### src/rtl/anubis_gf_pkg.sv
// Shared GF(2^8) definitions: default field polynomial, FSM state type and
// the multiply-by-x helper used by every lane.
package anubis_gf_pkg;

  // Low byte of x^8 + x^4 + x^3 + x^2 + 1 (0x11D); the x^8 term is implied.
  localparam logic [7:0] DEFAULT_POLY = 8'h1D;

  typedef enum logic [1:0] {
    ST_IDLE = 2'd0,
    ST_BUSY = 2'd1,
    ST_DONE = 2'd2
  } state_t;

  // Multiply by x, then reduce modulo x^8 + poly.
  function automatic logic [7:0] xtime(input logic [7:0] x, input logic [7:0] poly);
    return {x[6:0], 1'b0} ^ (x[7] ? poly : 8'h00);
  endfunction

endpackage

### src/rtl/gf_mul_step.sv
// One lane's combinational Horner slice: folds STEP multiplier bits (MSB
// first) into the running GF(2^8) accumulator.
module gf_mul_step
  import anubis_gf_pkg::*;
#(
  parameter int         STEP = 2,
  parameter logic [7:0] POLY = DEFAULT_POLY
) (
  input  logic [7:0]      acc,
  input  logic [7:0]      a,
  input  logic [STEP-1:0] bits,
  output logic [7:0]      acc_nxt
);

  logic [7:0] t;

  // NOTE: t gets a value before the loop so no path leaves it unassigned;
  // otherwise synthesis would infer a latch.
  always_comb begin
    t = acc;
    for (int k = STEP - 1; k >= 0; k--) begin
      t = xtime(t, POLY) ^ (bits[k] ? a : 8'h00);
    end
    acc_nxt = t;
  end

endmodule

### src/rtl/gf_mult_serial.sv
// Multi-lane serial GF(2^8) multiplier: one shared IDLE/BUSY/DONE FSM, STEP
// multiplier bits per lane per cycle, valid/ready on both sides.
module gf_mult_serial
  import anubis_gf_pkg::*;
#(
  parameter int         LANES = 4,
  parameter int         STEP  = 2,
  parameter logic [7:0] POLY  = DEFAULT_POLY
) (
  input  logic               clk,
  input  logic               rst_n,
  input  logic               in_valid,
  output logic               in_ready,
  input  logic [LANES*8-1:0] a_in,
  input  logic [LANES*8-1:0] b_in,
  output logic               out_valid,
  input  logic               out_ready,
  output logic [LANES*8-1:0] p_out
);

  localparam int N_STEPS = 8 / STEP;
  localparam int CNT_W   = (N_STEPS > 1) ? $clog2(N_STEPS) : 1;

  generate
    if (!(STEP == 1 || STEP == 2 || STEP == 4 || STEP == 8)) begin : g_bad_step
      $error("gf_mult_serial: STEP must be 1, 2, 4 or 8");
    end
    if (LANES < 1 || LANES > 16) begin : g_bad_lanes
      $error("gf_mult_serial: LANES must be in 1..16");
    end
  endgenerate

  state_t             state;
  logic [CNT_W-1:0]   cnt;
  logic [LANES*8-1:0] a_q;
  logic [LANES*8-1:0] b_q;
  logic [LANES*8-1:0] acc;
  logic [LANES*8-1:0] acc_nxt;
  logic               accept;
  logic               last_step;

  // Ready also in DONE while the consumer drains, so back-to-back bundles
  // flow without an idle cycle.
  assign in_ready  = (state == ST_IDLE) || ((state == ST_DONE) && out_ready);
  assign accept    = in_valid && in_ready;
  assign last_step = (cnt == CNT_W'(N_STEPS - 1));
  assign p_out     = acc;

  for (genvar i = 0; i < LANES; i++) begin : g_lane
    logic [STEP-1:0] bits;

    // The counter walks the latched multiplier from its MSB downwards.
    assign bits = b_q[8*i + 7 - STEP*int'(cnt) -: STEP];

    gf_mul_step #(
      .STEP (STEP),
      .POLY (POLY)
    ) u_step (
      .acc     (acc[8*i +: 8]),
      .a       (a_q[8*i +: 8]),
      .bits    (bits),
      .acc_nxt (acc_nxt[8*i +: 8])
    );
  end

  // NOTE: state registers use non-blocking assignments so every register
  // samples pre-edge values regardless of statement order.
  always_ff @(posedge clk or negedge rst_n) begin
    if (!rst_n) begin
      // NOTE: operands and accumulators are reset too, so p_out reads zero
      // and no stale product survives a reset.
      state     <= ST_IDLE;
      cnt       <= '0;
      a_q       <= '0;
      b_q       <= '0;
      acc       <= '0;
      out_valid <= 1'b0;
    end else if (accept) begin
      state     <= ST_BUSY;
      cnt       <= '0;
      a_q       <= a_in;
      b_q       <= b_in;
      acc       <= '0;
      out_valid <= 1'b0;
    end else begin
      case (state)
        ST_BUSY: begin
          acc <= acc_nxt;
          if (last_step) begin
            state     <= ST_DONE;
            cnt       <= '0;
            out_valid <= 1'b1;
          end else begin
            cnt <= cnt + 1'b1;
          end
        end
        ST_DONE: begin
          if (out_ready) begin
            state     <= ST_IDLE;
            out_valid <= 1'b0;
          end
        end
        default: begin
          state     <= ST_IDLE;
          out_valid <= 1'b0;
        end
      endcase
    end
  end

endmodule

### config.mk
export PLATFORM = sky130hd
export DESIGN_NAME = gf_mult_serial
export DESIGN_NICKNAME = d
export VERILOG_FILES = /design/src/rtl/anubis_gf_pkg.sv /design/src/rtl/gf_mul_step.sv /design/src/rtl/gf_mult_serial.sv
export SDC_FILE = /design/constraint.sdc
export NUM_CORES = 1
export LEC_CHECK = 0
export CAP_MARGIN = 20
export CORE_UTILIZATION = 52
export CTS_CLUSTER_DIAMETER = 120
export CTS_CLUSTER_SIZE = 25
export DETAILED_ROUTE_END_ITERATION = 6
export GPL_TIMING_DRIVEN = 0
export PLACE_DENSITY = 0.83
export SLEW_MARGIN = 40
export SYNTH_ARGS = -nofsm -noshare
export SYNTH_HDL_FRONTEND = slang
export SYNTH_SLANG_ARGS = --single-unit
### constraint.sdc
create_clock -name clk -period 2.63 [get_ports clk]
set_input_delay 0.789 -clock clk [delete_from_list [all_inputs] [get_ports clk]]
set_output_delay 0.789 -clock clk [all_outputs]
set_load 0.01 [all_outputs]
**After elaboration in Yosys (flattened, before gate mapping)**

Cells that the tools add are included.

- Add/sub/neg operators: 5
- Eq/ne operators: 5
- Shifts and indexed selects: 4
- Multiplexer cells: 29
- Bitwise gates (word level): 16
- Reduce and logical (&&, ||, !) cells: 6

Operators by type and width:

| operator | number |
|---|---|
| bitwise XOR 8 bit | 16 |
| variable part select 33 x 6 -> 2 bit | 2 |
| two-way mux 32 bit | 2 |
| two-way mux 8 bit | 8 |
| two-way mux 5 bit | 8 |
| variable part select 33 x 4 -> 2 bit | 1 |
| variable part select 33 x 5 -> 2 bit | 1 |
| two-way mux 2 bit | 6 |
| subtractor 5 x 3 -> 6 bit, first input constant | 2 |
| inequality test 3 bit, second input constant | 2 |
| subtractor 4 x 3 -> 5 bit, first input constant | 1 |
| equality test 2 bit, second input constant | 2 |
| one-hot mux 2 bit (2 select lines) | 1 |
| subtractor 3 x 3 -> 4 bit, first input constant | 1 |
| two-way mux 1 bit | 3 |
| adder 2 x 1 -> 2 bit, second input constant | 1 |
| equality test 2 x 1 -> 1 bit, second input constant | 1 |
| logical AND 1 bit | 2 |
| zero test 2 bit | 1 |
| one-hot mux 1 bit (2 select lines) | 1 |
| AND reduction 2 bit | 1 |
| nonzero test 2 bit | 1 |
| logical OR 1 bit | 1 |

- Bits in registers: 101
- Word-level logic and storage cells: 71

**Logic depth before layout (Yosys ltp)**

- Depth after elaboration: 9
- Mapped depth: 7
- Depth with buffers taken out: 5

**By module**

Synthesis repeated with hierarchy kept, for this count alone.

- Cells, all modules: 385
- Area total of the unflattened synthesis: 5321.4 µm²

By module, submodules not included:

| module | instances | cells an instance | area each (µm²) | seq. area each (µm²) |
|---|---|---|---|---|
| gf_mult_serial | 1 | 237 | 4175.3 | 2502.4 |
| gf_mul_step | 4 | 37 | 286.5 | 0.0 |

**Worst setup path before layout**

Ideal clock, no wire load.

- Path kind: input port to flip-flop
- Start: input port out_ready
- End: register state[0]
- Data arrival time: 1.962 ns
- Setup slack: 0.526 ns
- Stages: 6
- Path through: nand2b_1 > nor2b_1 > nand2_1 > clkbuf_1 > buf_1 > o21ai_0

- Cells in the longest elaborated chain, start to end: 5
- Elaborated cells on any way between the ends: 7
- Those cells by class: eq/ne: 2; mux: 1; reduce/logical: 4

RTL lines:

| element | line | source |
|---|---|---|
| start: declaration | gf_mult_serial.sv:17 | `input logic out_ready,` |
| logical AND 1 bit * | gf_mult_serial.sv:44 | `assign in_ready = (state == ST_IDLE) \|\| ((state == ST_DONE) && out_ready);` |
| logical OR 1 bit * | gf_mult_serial.sv:44 |  |
| net in_ready | gf_mult_serial.sv:13 | `output logic in_ready,` |
| logical AND 1 bit * | gf_mult_serial.sv:45 | `assign accept = in_valid && in_ready;` |
| inequality test 3 bit (no line) | - |  |
| AND reduction 2 bit (no line) | - |  |
| end signal: assignment | gf_mult_serial.sv:72 | `state <= ST_IDLE;` |
| end signal: assignment | gf_mult_serial.sv:79 | `state <= ST_BUSY;` |
| end signal: assignment | gf_mult_serial.sv:90 | `state <= ST_DONE;` |
| end: declaration | gf_mult_serial.sv:33 | `state_t state;` |

Mark *: on every way through the listed nets, which the timed path passes. The rest lies on a longest branch.
A chain may end at the register's enable or synchronous reset.

**Worst setup path in the final report**

- Start: input port out_ready
- End: output port in_ready

- Cells in the longest elaborated chain, start to end: 2

RTL lines:

| element | line |
|---|---|
| logical AND 1 bit | gf_mult_serial.sv:44 |
| logical OR 1 bit | gf_mult_serial.sv:44 |
| end: declaration | gf_mult_serial.sv:13 |

No other way between the ends.

==> impl_metrics.tcl <==
set metrics [dict create \
    status "finished clean" \
    io_buffers 101 \
    synth_adder_area_share 0.00243 \
    synthMuxAreaShare 0.0474 \
    first_pass_iters 4 \
    synth_common_cells "nand2_1, dfrtp_1, xnor2_1, nand3_1, o21ai_0" \
    whs_ns 0.259 \
    drv_slew 0 \
    grt_max_degree 73 \
    power.leakage_nw 2.94 \
    drc 0 \
    antenna_found_initial 0 \
    p_switching_mw 3.85 \
    cts.sinks 100 \
    grt_pass1_wl_microns 19600 \
    ys_types 24 \
    io_pins 102 \
    rsz0062_at_grt "false" \
    fin_ws_ns 0.0419 \
    netlist.area_leader.share 0.486 \
    syn_nets 649 \
    period_minus_slack_ns 2.59 \
    synth_ff_type "dfrtp_1" \
    worst_setup_path_end_kind "output port" \
    ys_async_sr_fraction 1.00 \
    synth_area_per_cell_sq_um 8.88 \
    peakVddDrop_mv 0.534 \
    cts_tree "yes" \
    root_buffer "clkbuf_8" \
    num_rows 35 \
    place_congestion 0.863 \
    crit_path_cell_trace "clkdlybuf4s50_1 -> nand2b_1 -> nor2b_4 -> clkdlybuf4s15_2" \
    htree_num_levels 3 \
    worst_pin_slew_ns 0.522 \
    insertedDiodeCount 0 \
    clk_latency_ns 0.36 \
    die_h_microns 102 \
    initial_utilization 0.547 \
    synth_compound_area_frac 0.0394 \
    ys_seq_area_frac 0.486 \
    drive_above_1_share 0.0473 \
    finClkSkew_ns 0.0111 \
    drt-initial-drc-count 192 \
    start_kind "input port" \
    routed_wl_microns 12200 \
    p_per_area_nw_per_um2 1400 \
    arrival_ns 1.80 \
    swShare 0.418 \
    clkPwrFrac 0.110 \
    synthXorXnorAreaFrac 0.168 \
    synth-seq-cells 100 \
    cts.clk_slew.worst_paths_ns 0.10 \
    worst-path-max-fanout 3 \
    yosysMostFrequentCell "nand2_1" \
    grt_overflow_total 0 \
    hold_buffers 0 \
    syn_area_sq_um 5150 \
    synthCells 580 \
    fin_nets 762 \
    drtAntennaViolNets 0 \
    synth-simple-area-share 0.229 \
    timing.final.crit_share 0.984 \
    coreArea_sq_um 9420 \
    pwr-share-seq 0.323 \
    die_area_sq_um 10300 \
    pwr-share-comb 0.567 \
    critPathSlowestCell "clkdlybuf4s50_1" \
    vias_per_cell 5.19 \
    setup_viol 0 \
    crit_type "input port to output port" \
    maxSlewHeadroom 0.652 \
    yosys_warnings 0 \
    power.internal_mw 5.35 \
    synth_top_area_cell "dfrtp_1" \
    cp_slowest_stage_delay_ns 0.48 \
    synth.area.top_cells "dfrtp_1, nand2_1, xnor2_1" \
    crit_required_ns 1.84 \
    die_x_microns 102 \
    final_core_util 0.697 \
    synth_top_family_by_area "simple AND/OR/NAND/NOR gates" \
    via_count 4292 \
    place_hpwl_microns 9040 \
    numCtsBuffers 9 \
    hold_viol 0 \
    fmax_ghz 0.386 \
    clk_path_buf_depth 2 \
    post_cts_buffers 0 \
    area_delta_synth_final_pct 27.5 \
    grt_pass1_vias 4236 \
    wire_per_inst_microns 14.7 \
    dp_slack_ns -0.385 \
    track_usage 0.250 \
    min_path_type "input port to async pin" \
    drv_cap 0 \
    synth_edf_count 0 \
]
-- kinds of logic after synthesis --
group	count (synthesis)
buffers and inverters	35
and+or+nand+nor	298
xor gates and xnor gates	93
muxes	14
adders and majority gates	1
AOI/OAI and AO/OA	39
DFF	100
-- cell type report --
class	count	area (sq um)
Buffer	33	136
Clock buffer	11	141
Clock inverter	5	60.1
Fill cell	742	2850
Inverter	2	7.51
Multi-Input combinational cell	445	2510
Sequential cell	100	2500
Tap cell	129	161
Timing Repair Buffer	102	1040
-- power groups by stage --
stage | sequential (mW) | clock, mW | combinational, mW
after floorplan | 2.93 | 0 | 3.72
after global routing | 3.06 | 1.08 | 5.76
after global placement | 2.95 | 0 | 5.01
after detailed placement | 2.99 | 0 | 5.20
final | 2.97 | 1.01 | 5.22
after CTS | 2.96 | 1.02 | 5.25
-- worst paths after layout --
path | startpoint | endpoint | slack (ns) | cells after the start
hold reg to reg | b_q[18] | b_q[18] | 0.48 | 2
setup reg to reg | cnt[0] | p_out[9] | 0.48 | 7
min in group clk | b_q[18] | b_q[18] | 0.48 | 2
setup / recovery | out_ready | in_ready | 0.04 | 4
max in group asynchronous | rst_n | b_q[12] | 1.76 | 2
hold / removal | rst_n | p_out[18] | 0.26 | 1
-- flip-flops by register name, summed over array words and instances (netlist names) --
name	flops
cnt	2
a_q	32
state	2
b_q	32
p_out	32
-- cells in the final DEF, fill, tap and decap left out, types with 2 or more instances in the layout --
master,count
buf_1,5
buf_2,3
clkbuf_1,24
clkbuf_8,10
clkdlybuf4s50_1,99
dfrtp_1,100
inv_1,2
mux2i_1,6
mux4_2,7
nand2_1,256
nand2b_1,5
nand3_1,34
o21ai_0,33
o22ai_1,4
xnor2_1,61
xnor3_1,3
xor2_1,28
-- metal layers --
layer / up-vias / wire, microns / global-route usage / part of all wire
li1: 2059 / - / - / -
met1: 2112 / 5280 / 0.315 / 0.43
met2: 114 / 6300 / 0.443 / 0.52
met3: 7 / 495 / 0.0373 / 0.041
met4: 0 / 107 / 0.0780 / 0.0088
met5: - / 0 / 0 / 0
-- worst max-delay path: cells and delay by family --
kind / cells / cell delay, ns
AND/OR/NAND/NOR: 2 / 0.30
buffers and inverters: 2 / 0.72
-- stage by stage --
step           total power, mW  setup TNS [ns]  area, sq um  std cells
2_1_floorplan             6.65               0         5150        580
3_3_place_gp              7.96         -290.61         6320        810
3_5_place_dp              8.20          -14.22         6350        811
4_1_cts                   9.23               0         6560        827
5_1_grt                   9.90               0         6570        827
6_report                  9.20               0         6570        827
-- timing repair --
item | in CTS | in global routing
resized for setup | 5 | 1
hold endpoints to repair | 0 | 0
setup endpoints to repair | 1 | 7
(Power assumes the default switching activity.)
==> variant 1, RTL diff (config.mk and constraints unchanged) <==
`LANES`: 4 -> 2.
--- a/src/rtl/gf_mult_serial.sv
+++ b/src/rtl/gf_mult_serial.sv
@@ -3,7 +3,7 @@
 module gf_mult_serial
   import anubis_gf_pkg::*;
 #(
-  parameter int         LANES = 4,
+  parameter int         LANES = 2,
   parameter int         STEP  = 2,
   parameter logic [7:0] POLY  = DEFAULT_POLY
 ) (
Ports: changed (resized a_in, b_in and p_out); port bits go from 102 to 54. The function was not compared with the original's and may differ.
==> variant 1 against the unedited design <==
  * Final area shrank 49%
  * Worst setup slack gained 3.4 ps
  * Routed wire length shrank 55%
  * First-iteration DRC count shrank 45%
  * Via count shrank 52%
  * Sequential cell count shrank 48
  * Sequential power shrank 48%
  * Die area shrank 48%
  * Non-clock buffer count shrank 65
  * Total power shrank 49%
  * Maximum frequency grew 0.13%
  * Area after synthesis shrank 49%
  * Critical endpoint unchanged
  * Largest cell class is now flip-flops and latches
==> variant 1: results (changes against the unedited design) <==
stage,metric,value,unit,change
clock_tree,ctsHoldBuffers,0,,unchanged
global_routing,grt_pass1_wl,9.61,mm,was 19.6 mm
routing,totalWireLength,5.53,mm,was 12.2 mm
final_layout,final_cells,420,,was 827
placement,dpl_cell_area,0.00326,mm^2,was 0.00635 mm^2
placement,preCtsSetupSlack,-293,ps,was -385 ps
global_routing,grt_start_max_net_pins,39,,was 73
final_layout,nFillCells,380,,was 742
critical_path,r2r_slack,590,ps,was 480 ps
routing,vias_per_cell,4.95,,was 5.19
synth,synthFlopType,dfrtp_1,,unchanged
timing,postLayoutSetupSlackWorst,45.2,ps,was 41.9 ps
synth,syn_avg_cell_area,9.04,um^2,was 8.88 um^2
synth,ys_types,20,,was 24
synth,yosysWarnings,0,,unchanged
placement,dpl.cell_count,412,,was 811
critical_path,reg2reg_depth,6,,was 7
placement,dp_hpwl,4.20,mm,was 9.04 mm
clock_tree,clock_latency,300,ps,was 360 ps
power_and_ir_drop,worst_ir_drop_vdd,0.606,mV,was 0.534 mV
global_routing,grt.total_usage,0.237,,was 0.250
critical_path,cp-startpoint,out_ready,,unchanged
final_layout,final_nets,389,,was 762
critical_path,crit_path_max_fanout,3,,unchanged
synth,synth-async-reset-ratio,1.00,,unchanged
clock_tree,cts_max_level,2,,was 3
placement,port-buffer-count,53,,was 101
clock_tree,numCtsBuffers,5,,was 9
synth,synth.top_cells.by_count,"128 x nand2_1, 52 x dfrtp_1, 28 x xnor2_1",,"was 256 x nand2_1, 100 x dfrtp_1, 61 x xnor2_1"
routing,drt_iter0_markers,106,,was 192
timing,fin_skew,3.68,ps,was 11.1 ps
synth,yosysSeqAreaShare,0.495,,was 0.486
routing,dr.pass1.iters,4,,unchanged
synth,syn_nets,328,,was 649
timing,whs,324,ps,was 259 ps
critical_path,reg2reg_to,p_out[11],,was p_out[9]
synth,synthTopCellsByArea,"dfrtp_1 49%, nand2_1 18%, xnor2_1 9.3%, xor2_1 4.7%, nand3_1 3.4%",,"was dfrtp_1 49%, nand2_1 19%, xnor2_1 10%, xor2_1 4.8%, nand3_1 3.3%"
placement,gp_congestion,0.808,,was 0.863
power_and_ir_drop,leakage,1.53,nW,was 2.94 nW
timing,worst-slew-pin-transition,468,ps,was 522 ps
critical_path,timing.rr.start,cnt[0],,unchanged
global_routing,grt_pass1_vias,2088,,"was 4,236"
final_layout,drive_above_1_share,0.0482,,was 0.0473
floorplan,die_x,73.1,um,was 102 um
clock_tree,clockBufferDepth,2,,unchanged
run_status,status,finished clean,,unchanged
-- variant 1: logic make-up (layout without fill, tap and decap cells) --
kind of cell,after synthesis,in the layout,synth area share
xor+xnor,45,45,0.167
flops,52,52,0.495
fa+ha+maj,1,1,0.00476
simple gates,151,151,0.231
buf+inv,18,80,0.0285
compound gates,20,20,0.0395
mux,4,4,0.0343
-- variant 1: where the power goes --
part	internal, mW	total [mW]	switching [mW]	leakage [nW]
combinational	1.31	2.63	1.32	0.830
clock	0.283	0.544	0.261	0.0552
sequential	1.20	1.53	0.324	0.646
total	2.80	4.70	1.91	1.53
-- variant 1: worst max-delay path by stage --
stage / endpoint
floorplan: a_q[7]
global placement: b_q[9]
detailed placement: in_ready
CTS: in_ready
global route: in_ready
finish: in_ready
-- variant 1: layer usage --
layer | share of wire | GRT usage | vias up
met5 | 0 | 0 | -
met4 | 0.018 | 0.0697 | 0
met3 | 0.043 | 0.0442 | 13
met2 | 0.49 | 0.380 | 54
met1 | 0.45 | 0.331 | 973
li1 | - | - | 1038
-- variant 1: cell type report --
type / count / area, um^2 / share of cell area
clock inverter: 2 / 35.0 / 0.0104
sequential: 52 / 1300 / 0.385
timing repair buffer: 54 / 547 / 0.162
buffer: 16 / 67.6 / 0.0200
inverter: 2 / 7.51 / 0.00222
clock buffer: 6 / 72.6 / 0.0215
multi-input combinational: 221 / 1260 / 0.374
tap: 67 / 83.8 / 0.0248
-- variant 1: what timing repair did --
item,CTS,global route
buffers inserted,0,0
setup endpoints to repair,1,1
gates resized for setup,2,1
-- variant 1: per-stage QoR --
| step | util | TNS (ps) |
|---|---|---|
| after floorplan | - | 0 |
| after global placement | 0.678 | -36810 |
| after detailed placement | 0.682 | -293 |
| after CTS | 0.704 | 0 |
| after global routing | 0.705 | 0 |
| final | 0.705 | 0 |
-- variant 1: worst max-delay path: stages --
cell and delay, ps:
clkdlybuf4s50_1 450, nand2b_1 120, nor2b_4 160, dlygate4sd2_1 270
==> variant 2, RTL diff (config.mk and constraints unchanged) <==
Made on the original files. Encoding of `state_t`: now one-hot (3 bits for 3 states).
--- a/src/rtl/anubis_gf_pkg.sv
+++ b/src/rtl/anubis_gf_pkg.sv
@@ -5,10 +5,10 @@
   // Low byte of x^8 + x^4 + x^3 + x^2 + 1 (0x11D); the x^8 term is implied.
   localparam logic [7:0] DEFAULT_POLY = 8'h1D;
 
-  typedef enum logic [1:0] {
-    ST_IDLE = 2'd0,
-    ST_BUSY = 2'd1,
-    ST_DONE = 2'd2
+  typedef enum logic [2:0] {
+    ST_IDLE = 3'b001,
+    ST_BUSY = 3'b010,
+    ST_DONE = 3'b100
   } state_t;
 
   // Multiply by x, then reduce modulo x^8 + poly.
Check against the original RTL: same outputs for any inputs over 4 cycles, from zero or initial values and one cycle with rst_n low; so few cycles prove little.
==> variant 2 against the unedited design <==
  * Sequential cell count is 1 higher
  * Routed wire length is 4.4% lower
  * Largest power group unchanged
  * Area after synthesis is 3.0% higher
  * Synthesized cell count is 22% lower
  * First-iteration DRC count is 23% lower
  * Worst setup slack better by 190 ps
  * Total power is 5.9% higher
  * Final area is 2.7% higher
==> variant 2: results (changes against the unedited design) <==
stage,metric,value,unit,change
power_and_ir_drop,worst_ir_drop_vdd,0.651,mV,was 0.534 mV
placement,gp_congestion,0.844,,was 0.863
global_routing,grt_start_max_net_pins,63,,was 73
global_routing,use_met3,0.0583,,was 0.0373
final_layout,drive_above_1_share,0.215,,was 0.0473
routing,drt_iter0_markers,148,,was 192
routing,wl_met3,750,um,was 495 um
routing,route.met2.wl,5.70,mm,was 6.30 mm
synth,syn_nets,522,,was 649
timing,whs,276,ps,was 259 ps
global_routing,grt_pass1_vias,3761,,"was 4,236"
critical_path,slowest_stage,mux2_2,,was clkdlybuf4s50_1
placement,dpl_cell_area,0.00651,mm^2,was 0.00635 mm^2
placement,preCtsSetupSlack,-446,ps,was -385 ps
global_routing,grt_pass1_wl,19.1,mm,was 19.6 mm
timing,fin_skew,11.5,ps,was 11.1 ps
timing,worst-slew-pin-transition,599,ps,was 522 ps
global_routing,grt.total_usage,0.239,,was 0.250
synth,synthTopCellsByArea,"dfrtp_1 47%, mux2_2 14%, xnor2_1 10%, nand2_1 6.9%, xor2_1 4.5%",,"was dfrtp_1 49%, nand2_1 19%, xnor2_1 10%, xor2_1 4.8%, nand3_1 3.3%"
placement,dp_hpwl,8.64,mm,was 9.04 mm
critical_path,crit_path_max_incr_delay,260,ps,was 480 ps
routing,wl_met1,5.06,mm,was 5.28 mm
synth,yosysSeqAreaShare,0.477,,was 0.486
clock_tree,clk_pin_slew,100,ps,about the same
synth,synthesis.area,0.00530,mm^2,was 0.00515 mm^2
global_routing,use_met1,0.323,,was 0.315
routing,vias,3743,,"was 4,292"
routing,totalWireLength,11.6,mm,was 12.2 mm
critical_path,reg2reg_to,p_out[17],,was p_out[9]
synth,ys_types,33,,was 24
clock_tree,numCtsBuffers,9,,unchanged
critical_path,arrival,1610,ps,was 1800 ps
run_status,status,finished clean,,unchanged
critical_path,timing.rr.start,state[0],,was cnt[0]
synth,synth.top_cells.by_count,"100 x dfrtp_1, 98 x nand2_1, 65 x mux2_2",,"was 256 x nand2_1, 100 x dfrtp_1, 61 x xnor2_1"
global_routing,grtUsageMet2,0.393,,was 0.443
critical_path,reg2reg_depth,5,,was 7
global_routing,antenna_found_initial,0,,unchanged
power_and_ir_drop,leakage,2.73,nW,was 2.94 nW
synth,yosysWarnings,0,,unchanged
final_layout,final_nets,635,,was 762
-- variant 2: where the power goes --
group | total (mW) | internal, mW | switching [mW]
logic | 5.58 | 3.03 | 2.55
registers | 2.99 | 2.32 | 0.675
clock network | 1.17 | 0.629 | 0.544
total | 9.74 | 5.98 | 3.77
-- variant 2: kinds of logic after synthesis --
kind of cell / after synthesis / share of synthesized area
AO/OA/AOI/OAI: 41 / 0.0564
AND/OR/NAND/NOR: 109 / 0.0833
XOR/XNOR: 94 / 0.167
flip-flops: 101 / 0.477
buffers and inverters: 28 / 0.0302
multiplexers: 79 / 0.183
adder cells (fa/ha/maj): 1 / 0.00236
-- variant 2: what timing repair did --
| action | in CTS | in global routing |
|---|---|---|
| endpoints found under the setup margin | 1 | 0 |
| buffers inserted | 0 | 0 |
| gates resized for setup | 5 | 0 |
-- variant 2: final cells by class --
cell class | instances | area (um^2)
plain buffers | 27 | 156
clock buffers | 9 | 124
clock inverters | 7 | 114
fillers | 771 | 3080
inverters | 1 | 3.75
multi-input cells | 324 | 2610
flip-flops and latches | 101 | 2530
well taps | 133 | 166
repair buffers | 102 | 1040
-- variant 2: per-stage QoR --
stage | utilization | total power [mW] | std cells
final | 0.687 | 9.74 | 704
after global routing | 0.687 | 10.4 | 704
after CTS | 0.687 | 9.77 | 704
after detailed placement | 0.663 | 8.60 | 688
after global placement | 0.660 | 8.33 | 687
after floorplan | - | 7.11 | 453
-- variant 2: worst max-delay path by stage --
stage / end / startpoint / slack (ps) / depth (start not counted)
after global routing: in_ready / out_ready / 160 / 5
after floorplan: a_q[0] / out_ready / 420 / 7
after detailed placement: in_ready / out_ready / -450 / 5
after global placement: b_q[25] / rst_n / -2920 / 1
final: in_ready / out_ready / 230 / 5
after CTS: in_ready / out_ready / 230 / 5
